$ cat config.mk
export PLATFORM = sky130hd
export DESIGN_NAME = pll_spi_master
export DESIGN_NICKNAME = d
export VERILOG_FILES = /design/src/rtl/pll_spi_pkg.sv /design/src/rtl/pll_spi_cmd_fifo.sv /design/src/rtl/pll_spi_master.sv
export SDC_FILE = /design/constraint.sdc
export NUM_CORES = 1
export LEC_CHECK = 0
export CAP_MARGIN = 20
export CORE_UTILIZATION = 40
export CTS_BUF_LIST = sky130_fd_sc_hd__clkbuf_4
export CTS_CLUSTER_DIAMETER = 150
export CTS_CLUSTER_SIZE = 24
export DETAILED_ROUTE_END_ITERATION = 12
export SYNTH_ARGS = -nofsm -noshare
export SYNTH_HDL_FRONTEND = slang
export SYNTH_SLANG_ARGS = --single-unit
$ cat constraint.sdc
create_clock -name clk -period 2.7 [get_ports clk]
set_input_delay 0.675 -clock clk [delete_from_list [all_inputs] [get_ports clk]]
set_output_delay 0.675 -clock clk [all_outputs]
set_load 0.02 [all_outputs]
$ cat src/rtl/pll_spi_pkg.sv
// Shared types and default parameters for the queued 3-wire PLL register writer.
// Command word is sized for the widest legal configuration; modules use the low bits.
package pll_spi_pkg;

    localparam int DEF_DATA_W     = 32;
    localparam int DEF_NUM_CS     = 2;
    localparam int DEF_CLK_HALF   = 2;
    localparam int DEF_LE_SETUP   = 3;
    localparam int DEF_LE_HOLD    = 2;
    localparam int DEF_LE_GAP     = 4;
    localparam int DEF_FIFO_DEPTH = 4;

    localparam int CS_MAX_W   = 3;
    localparam int DATA_MAX_W = 64;

    typedef enum logic [2:0] {
        IDLE,
        SETUP,
        BIT_LO,
        BIT_HI,
        HOLD,
        GAP
    } state_t;

    typedef struct packed {
        logic [CS_MAX_W-1:0]   cs;
        logic [DATA_MAX_W-1:0] data;
    } cmd_t;

    function automatic int max4(input int a, input int b, input int c, input int d);
        int m;
        m = a;
        if (b > m) m = b;
        if (c > m) m = c;
        if (d > m) m = d;
        return m;
    endfunction

endpackage

$ cat src/rtl/pll_spi_cmd_fifo.sv
// Synchronous command FIFO with registered count/full/empty; head word is read combinationally.
// Push is ignored when full and pop when empty, so callers may gate loosely.
module pll_spi_cmd_fifo #(
    parameter int WIDTH = 34,
    parameter int DEPTH = 4
) (
    input  logic             clk,
    input  logic             rst,
    input  logic             push,
    input  logic [WIDTH-1:0] din,
    input  logic             pop,
    output logic [WIDTH-1:0] dout,
    output logic             full,
    output logic             empty
);

    localparam int PTR_W = $clog2(DEPTH);
    localparam int CNT_W = $clog2(DEPTH + 1);

    logic [WIDTH-1:0] mem [DEPTH];
    logic [PTR_W-1:0] wr_ptr;
    logic [PTR_W-1:0] rd_ptr;
    logic [CNT_W-1:0] count;
    logic [CNT_W-1:0] count_nxt;
    logic             do_push;
    logic             do_pop;

    assign do_push = push && !full;
    assign do_pop  = pop && !empty;
    assign dout    = mem[rd_ptr];

    always_comb begin
        count_nxt = count;
        case ({do_push, do_pop})
            2'b10:   count_nxt = count + CNT_W'(1);
            2'b01:   count_nxt = count - CNT_W'(1);
            default: count_nxt = count;
        endcase
    end

    always_ff @(posedge clk) begin
        if (!rst) begin
            wr_ptr <= '0;
            rd_ptr <= '0;
            count  <= '0;
            full   <= 1'b0;
            empty  <= 1'b1;
        end else begin
            if (do_push) wr_ptr <= wr_ptr + PTR_W'(1);
            if (do_pop)  rd_ptr <= rd_ptr + PTR_W'(1);
            count <= count_nxt;
            full  <= (count_nxt == CNT_W'(DEPTH));
            empty <= (count_nxt == '0);
        end
    end

    always_ff @(posedge clk) begin
        if (do_push) mem[wr_ptr] <= din;
    end

endmodule

$ cat src/rtl/pll_spi_master.sv
// Queued MSB-first 3-wire register writer with per-device LE; push-to-LE-low is 2 cycles.
// wr_ready drops only on registered FIFO full; a same-cycle pop does not reopen it.
module pll_spi_master
    import pll_spi_pkg::*;
#(
    parameter int DATA_W     = DEF_DATA_W,
    parameter int NUM_CS     = DEF_NUM_CS,
    parameter int CLK_HALF   = DEF_CLK_HALF,
    parameter int LE_SETUP   = DEF_LE_SETUP,
    parameter int LE_HOLD    = DEF_LE_HOLD,
    parameter int LE_GAP     = DEF_LE_GAP,
    parameter int FIFO_DEPTH = DEF_FIFO_DEPTH,
    localparam int CS_W      = (NUM_CS > 1) ? $clog2(NUM_CS) : 1
) (
    input  logic              clk,
    input  logic              rst,
    input  logic              wr_valid,
    output logic              wr_ready,
    input  logic [DATA_W-1:0] wr_data,
    input  logic [CS_W-1:0]   wr_cs,
    output logic              spi_clk,
    output logic              spi_data,
    output logic [NUM_CS-1:0] spi_le,
    output logic              busy,
    output logic              done,
    output logic              cs_err
);

    localparam int BC_W  = $clog2(DATA_W + 1);
    localparam int DLY_W = $clog2(max4(CLK_HALF, LE_SETUP, LE_HOLD, LE_GAP) + 1);

    state_t              state;
    state_t              state_nxt;
    logic [DLY_W-1:0]    dly;
    logic [DLY_W-1:0]    dly_nxt;
    logic [BC_W-1:0]     bit_cnt;
    logic [BC_W-1:0]     bit_nxt;
    cmd_t                cmd_q;
    cmd_t                cmd_nxt;
    cmd_t                head;
    logic [CS_W+DATA_W-1:0] fifo_dout;
    logic                fifo_full;
    logic                fifo_empty;
    logic                pop;
    logic                data_nxt;
    logic                clk_nxt;
    logic                done_nxt;
    logic                err_nxt;
    logic [NUM_CS-1:0]   le_nxt;

    assign wr_ready = rst && !fifo_full;
    assign busy     = !fifo_empty || (state != IDLE);

    pll_spi_cmd_fifo #(
        .WIDTH (CS_W + DATA_W),
        .DEPTH (FIFO_DEPTH)
    ) u_fifo (
        .clk   (clk),
        .rst   (rst),
        .push  (wr_valid && wr_ready),
        .din   ({wr_cs, wr_data}),
        .pop   (pop),
        .dout  (fifo_dout),
        .full  (fifo_full),
        .empty (fifo_empty)
    );

    always_comb begin
        head = '0;
        head.cs[CS_W-1:0]     = fifo_dout[CS_W+DATA_W-1:DATA_W];
        head.data[DATA_W-1:0] = fifo_dout[DATA_W-1:0];
    end

    always_comb begin
        state_nxt = state;
        dly_nxt   = dly + DLY_W'(1);
        bit_nxt   = bit_cnt;
        cmd_nxt   = cmd_q;
        data_nxt  = spi_data;
        pop       = 1'b0;
        err_nxt   = 1'b0;
        case (state)
            IDLE: begin
                dly_nxt = '0;
                if (!fifo_empty) begin
                    pop     = 1'b1;
                    cmd_nxt = head;
                    // Out-of-range channel is dropped without touching the pins
                    if ({1'b0, head.cs} >= 4'(NUM_CS)) err_nxt = 1'b1;
                    else                               state_nxt = SETUP;
                end
            end
            SETUP: begin
                if (dly == DLY_W'(LE_SETUP - 1)) begin
                    state_nxt = BIT_LO;
                    dly_nxt   = '0;
                    bit_nxt   = '0;
                    data_nxt  = cmd_q.data[DATA_W-1];
                end
            end
            BIT_LO: begin
                if (dly == DLY_W'(CLK_HALF - 1)) begin
                    state_nxt = BIT_HI;
                    dly_nxt   = '0;
                end
            end
            BIT_HI: begin
                if (dly == DLY_W'(CLK_HALF - 1)) begin
                    dly_nxt      = '0;
                    cmd_nxt.data = cmd_q.data << 1;
                    bit_nxt      = bit_cnt + BC_W'(1);
                    if (bit_cnt == BC_W'(DATA_W - 1)) begin
                        state_nxt = HOLD;
                    end else begin
                        state_nxt = BIT_LO;
                        data_nxt  = cmd_q.data[DATA_W-2];
                    end
                end
            end
            HOLD: begin
                if (dly == DLY_W'(LE_HOLD - 1)) begin
                    state_nxt = GAP;
                    dly_nxt   = '0;
                end
            end
            GAP: begin
                if (dly == DLY_W'(LE_GAP - 1)) begin
                    state_nxt = IDLE;
                    dly_nxt   = '0;
                end
            end
            default: state_nxt = IDLE;
        endcase

        // Pins are registered from the next state so they change glitch-free on one edge
        clk_nxt  = (state_nxt != BIT_LO);
        done_nxt = (state == HOLD) && (state_nxt == GAP);
        le_nxt   = '1;
        if (state_nxt inside {SETUP, BIT_LO, BIT_HI, HOLD}) begin
            le_nxt = ~(NUM_CS'(1) << cmd_nxt.cs);
        end
    end

    always_ff @(posedge clk) begin
        if (!rst) begin
            state    <= IDLE;
            dly      <= '0;
            bit_cnt  <= '0;
            cmd_q    <= '0;
            spi_clk  <= 1'b1;
            spi_data <= 1'b0;
            spi_le   <= '1;
            done     <= 1'b0;
            cs_err   <= 1'b0;
        end else begin
            state    <= state_nxt;
            dly      <= dly_nxt;
            bit_cnt  <= bit_nxt;
            cmd_q    <= cmd_nxt;
            spi_clk  <= clk_nxt;
            spi_data <= data_nxt;
            spi_le   <= le_nxt;
            done     <= done_nxt;
            cs_err   <= err_nxt;
        end
    end

endmodule

---- Yosys cells after proc, flatten, opt, wreduce, memory -nomap -nowiden ----
Memories as Yosys holds them, arrays and structs flattened. A register that Yosys moved wholly into a read port is not among the register bits.
Cells that the tools add are included.
operators by class
  add/subtract/negate cells ............... 6
  order comparisons ....................... 1
  equal/unequal tests ..................... 22
  shifts and indexed selects .............. 1
  mux-type cells .......................... 32
  bitwise operators ....................... 3
  reductions and logical operators ........ 20
operators with widths
  kind                   number
  $mux W67               1
  $pmux W32 S2           1
  $mux W3                12
  $mux W32               1
  $eq A3 B2 Y1 const B   6
  $pmux W3 S6            1
  $eq A3 B3 Y1 const B   5
  $mux W6                2
  $pmux W3 S4            1
  $pmux W6 S2            1
  $eq A3 B1 Y1 const B   3
  $mux W1                8
  $ne A2 B2 Y1 const B   4
  $add A3 B1 Y3 const B  2
  $add A6 B1 Y6 const B  1
  $eq A6 B5 Y1 const B   1
  $logic_not A3 Y1       2
  $pmux W3 S2            1
  $reduce_and A3 Y1      2
  $reduce_or A3 Y1       2
  $logic_and A1 B1 Y1    5
  $add A2 B1 Y2 const B  2
  $mux W2                2
  $reduce_and A4 Y1      1
  15 further kinds       18
storage, ports and cells
  register bits ........................... 62
  RAM bits ................................ 132
  bits of input ports ..................... 36
  memories ................................ 1
memories
  memory      depth  width  rd ports  clocked after Yosys merged registers in  wr ports  line                    RTL
  u_fifo.mem  4      33     1         1                                        1         pll_spi_cmd_fifo.sv:20  logic [WIDTH-1:0] mem [DEPTH];

---- Depth between registers and ports, before layout ----
  depth in word-level cells ............... 7
  gate-level depth with buffers ........... 11
  gate-level depth less buffers ........... 11

---- By module ----
Synthesis repeated with hierarchy kept, for this count alone.
second synthesis, totals
  cell total of the unflattened synthesis .. 543
  area, all modules ....................... 8,012.7 µm²
modules (own cells, without submodules)
  module            times used  cells each  area each (µm²)
  pll_spi_cmd_fifo  1           229         5,321.4
  pll_spi_master    1           314         2,691.3

---- Worst setup path before layout ----
Ideal clock, no wire load.
  path kind ............................... input-to-reg
  start ................................... in rst
  end ..................................... reg u_fifo.full
  arrival time ............................ 2,675 ps
  required time ........................... 2,635 ps
  path slack .............................. -41 ps
  stages .................................. 11
  buffers on the path ..................... 0
  path through ............................ inv_1 -> nor2_1 -> and2_1 -> inv_1 -> ha_1 -> inv_1 -> fa_1 -> xor2_1 -> or3_1 -> a21boi_0 -> nor2b_1
on the way
  word-level cells in the longest chain between the ends .. 6
  elaborated cells on any way between the ends .. 7
  those cells by class .................... 3 x eq/ne; 1 x mux; 3 x reduce/logical
RTL lines
  element                                       line                    RTL
  from (decl)                                   pll_spi_master.sv:16    input logic rst,
  $logic_and A1 B1 Y1 (*)                       pll_spi_master.sv:51    assign wr_ready = rst && !fifo_full;
  via wr_ready                                  pll_spi_master.sv:18    output logic wr_ready,
  $logic_and A1 B1 Y1 (*)                       pll_spi_master.sv:60    .push (wr_valid && wr_ready),
  $logic_and A1 B1 Y1 (*)                       pll_spi_cmd_fifo.sv:28  assign do_push = push && !full;
  $eq A2 B1 Y1 or $eq A2 B2 Y1 (tied branches)  pll_spi_cmd_fifo.sv:34  case ({do_push, do_pop})
  $pmux W3 S2 (*)                               pll_spi_cmd_fifo.sv:34
  $eq A3 B3 Y1 (*)                              pll_spi_cmd_fifo.sv:52  full <= (count_nxt == CNT_W'(DEPTH));
  to (signal assigned)                          pll_spi_cmd_fifo.sv:52
  to (decl)                                     pll_spi_cmd_fifo.sv:13  output logic full,
The timed path passes the listed nets; every way through them passes the cells marked *.
A chain may end at the register's enable or synchronous reset.

---- Worst setup path after layout ----
  start ................................... reg state[1]
  end ..................................... reg u_fifo.full
on the way
  word-level cells in the longest chain between the ends .. 6
  elaborated cells on any way between the ends .. 7
  those cells by class .................... 3 x eq/ne; 2 x mux; 2 x reduce/logical
RTL lines
  element                                       line                    RTL
  from (decl)                                   pll_spi_master.sv:32    state_t state;
  from (signal assigned)                        pll_spi_master.sv:156   state <= state_nxt;
  $logic_not A3 Y1 (*)                          pll_spi_master.sv:82    case (state)
  $mux W1 (*)                                   pll_spi_master.sv:82
  $logic_and A1 B1 Y1 (*)                       pll_spi_cmd_fifo.sv:29  assign do_pop = pop && !empty;
  via u_fifo.do_pop                             pll_spi_cmd_fifo.sv:26  logic do_pop;
  $eq A2 B1 Y1 or $eq A2 B2 Y1 (tied branches)  pll_spi_cmd_fifo.sv:34
  $pmux W3 S2 (*)                               pll_spi_cmd_fifo.sv:34
  $eq A3 B3 Y1 (*)                              pll_spi_cmd_fifo.sv:52
Marks and branches as above.

==> impl_metrics.json <==
{
  "drv_cap": 0,
  "synth-seq-cells": 195,
  "register_area_um2": 5226,
  "synthDistinctLibCells": 50,
  "fin_skew_ns": 0.01199,
  "drt_iter0_drc": 247,
  "wl_met2_um": 7284,
  "postSynthCellCount": 493,
  "wl_met3_um": 346,
  "finalCritPeriodShare_pct": 94.57,
  "grt_overflow_total": 0,
  "cts.htree.levels": 4,
  "ys_seq_area_share_pct": 66.93,
  "num_rows": 50,
  "yosys.area.top_type": "edfxtp_1",
  "top_layer_used": "met4",
  "fin_crit_ns": 2.553,
  "grt_usage_pct": 15.55,
  "peakVddDrop_uv": 313.5,
  "die-area_um2": 20080,
  "drive_gt1_share_pct": 22.12,
  "syn-num-nets": 541,
  "setup_viol": 0,
  "die_x_um": 141.7,
  "syn2layout_area_growth_pct": 13.62,
  "firstDrtPassIters": 4,
  "synth-edff-count": 132,
  "synth_ff_type": "edfxtp_1",
  "met1_length_um": 6398,
  "max_freq_ghz": 0.3916,
  "initial_utilization_pct": 41.32,
  "vias_per_cell": 5.163,
  "worstSkewPairLatency_ns": 0.55,
  "fin_ws_ns": 0.1466,
  "postCtsSetupRepairBufs": 0,
  "endpoint_kind": "flip-flop",
  "synth_top_area_share_pct": 50.78,
  "ant_nets": 0,
  "ys_warn_count": 0,
  "boundaryPins": 44,
  "nNetsFinal": 591,
  "cts_root_buf": "clkbuf_4",
  "fill_cells": 1700,
  "grt_pass1_vias": 4462,
  "stdcell_area_um2": 8870,
  "p_per_area_nw_per_um2": 792.6,
  "drt_wl_total_um": 14210,
  "gp_congestion": 0.7740,
  "worst_slew_pin_slew_ns": 0.8514,
  "rsz0062_at_grt": "false",
  "min_path_type": "flip-flop to flip-flop",
  "vias": 4218,
  "antenna_found_initial": 1,
  "routedWlPerCell_um": 17.39,
  "hold_viol_final": 0,
  "outcome": "finished clean",
  "cts_sinks": 195,
  "clk_pin_slew_ns": 0.15,
  "critPathMaxFanout": 6,
  "cp_slowest_stage_delay_ns": 0.58,
  "core_um2": 18890,
  "dp_hpwl_um": 8462,
  "dpl_cell_area_um2": 8613,
  "grt_pass1_wl_um": 23490,
  "async_flop_share_pct": 0,
  "grt_max_degree": 41,
  "port_buffers": 42,
  "syn_avg_cell_area_um2": 15.83,
  "clockBufferDepth": 2,
  "chipHeight_um": 141.7,
  "cp_cell_sequence": "or4_4, clkinv_4, ha_1, inv_1, fa_1, xor2_1, or3_1, a21boi_2, nor2b_1",
  "drc": 0,
  "crit_required_ns": 3.19,
  "slowest_stage": "or4_4",
  "ctsHoldBuffers": 0,
  "cts_inserted_buffers": 17,
  "critPathArrivalTime_ns": 3.05,
  "cts_tree": "built",
  "slew_headroom_pct": 43.11,
  "fin_tns_setup_ns": 0,
  "place_ws_ns": -0.3505,
  "multi_input_area_um2": 2361,
  "cp-start-kind": "flip-flop",
  "critPathKind": "flip-flop to flip-flop",
  "p_leak_nw": 2.996,
  "synthTopCellsByArea": "edfxtp_1 51%, dfxtp_1 16%, mux4_2 9.5%, a221oi_2 5.6%, nor2_1 2.5%",
  "finalMaxSlewViolations": 0,
  "syn_area_um2": 7806
}
## path summary, 6_finish.rpt
kind,cells after the start,slack [ns],startpoint,end
setup / recovery,9,0.15,state[1],u_fifo.full
hold / removal,2,0.49,bit_cnt[1],bit_cnt[1]
setup reg to reg,9,0.15,state[1],u_fifo.full
hold reg to reg,2,0.49,bit_cnt[1],bit_cnt[1]
## critical path, delay by kind of cell, from the launching register on
kind / cells / cell delay [ns]
AO/OA/AOI/OAI: 1 / 0.18
adder cells (fa/ha/maj): 2 / 0.61
AND/OR/NAND/NOR: 3 / 1.04
buffers and inverters: 2 / 0.18
flip-flops: 1 / 0.34
XOR/XNOR: 1 / 0.16
## final cells by class
type,count,area share (%)
repair buffers,61,7.349
multi-input cells,255,26.62
well taps,260,3.668
diodes,1,0.02821
inverters,13,0.6066
clock buffers,18,1.523
flip-flops and latches,195,58.92
clock inverters,14,1.284
## per-layer routing
| layer | GRT usage [%] | up-vias |
|---|---|---|
| li1 | - | 1996 |
| met1 | 19.29 | 2144 |
| met2 | 27.04 | 64 |
| met3 | 3.071 | 14 |
| met4 | 5.433 | 0 |
| met5 | 0 | - |
## cell families (layout without fill, tap and decap cells)
kind of cell | after synthesis | count (layout) | synth area share [%]
flops | 195 | 195 | 66.93
simple gates | 101 | 101 | 6.315
compound gates | 92 | 92 | 10.42
buf+inv | 43 | 106 | 2.885
mux | 37 | 37 | 10.03
fa+ha+maj | 12 | 12 | 2.020
xor+xnor | 12 | 12 | 1.346
other cells | 1 | 2 | 0.04804
## state kept, by name, indices dropped and copies added (netlist names), named ones only
name / count
u_fifo.full: 1
dly: 3
done: 1
u_fifo.wr_ptr: 2
state: 3
u_fifo.count: 3
bit_cnt: 6
spi_le: 2
cmd_q: 35
u_fifo.mem: 132
u_fifo.empty: 1
u_fifo.rd_ptr: 2
spi_clk: 1
spi_data: 1
## cell usage after synthesis, types with 3 or more instances
cell,count
o21ai_0,39
nand2_1,13
nor2b_1,4
a21oi_1,8
a221oi_2,29
nor2_1,53
mux4_2,33
buf_2,14
ha_1,11
buf_4,3
and3_1,8
mux2i_1,4
inv_1,12
buf_6,4
dfxtp_1,63
xnor2_1,3
xor2_1,9
nand4_1,3
clkbuf_1,8
edfxtp_1,132
## cells in the final DEF, fill, tap and decap left out, types with 2 or more instances in the layout
cell type / instances
edfxtp_1: 132
dfxtp_1: 62
nor2_1: 53
clkdlybuf4s50_1: 40
o21ai_0: 39
mux4_2: 33
a221oi_2: 29
clkbuf_4: 18
nand2_1: 13
inv_1: 12
buf_4: 12
ha_1: 11
xor2_1: 9
and3_1: 8
a21oi_1: 8
buf_12: 7
nor2b_1: 4
mux2i_1: 4
clkinv_4: 3
nand4_1: 3
xnor2_1: 3
clkinv_1: 3
clkinv_2: 3
clkinvlp_4: 3
nand3b_1: 2
and2_1: 2
nor2_4: 2
nand3_1: 2
nand2b_1: 2
nor3_1: 2
a211oi_1: 2
a221oi_1: 2
inv_6: 2
## power by group
part	internal, mW	switching [mW]
Sequential	3.52	0.233
Clock	0.461	0.932
Combinational	0.903	0.983
Total	4.88	2.15
## metrics by stage
stage | util, % | power (mW) | hold slack, ns | cells
2_1_floorplan | - | 5.210 | 0.4432 | 493
4_1_cts | 46.90 | 7.126 | 0.4910 | 816
5_1_grt | 46.95 | 7.442 | 0.4992 | 817
6_report | 46.95 | 7.031 | 0.4908 | 817
3_5_place_dp | 45.59 | 5.745 | 0.4707 | 784
3_3_place_gp | 45.59 | 5.679 | 0.4591 | 784
## what timing repair did
item | in CTS | in global routing
endpoints found under the hold margin | 0 | 0
gates resized for setup | 1 | 2
endpoints found under the setup margin | 1 | 3
cloned | 0 | 0
(Power assumes the default switching activity.)
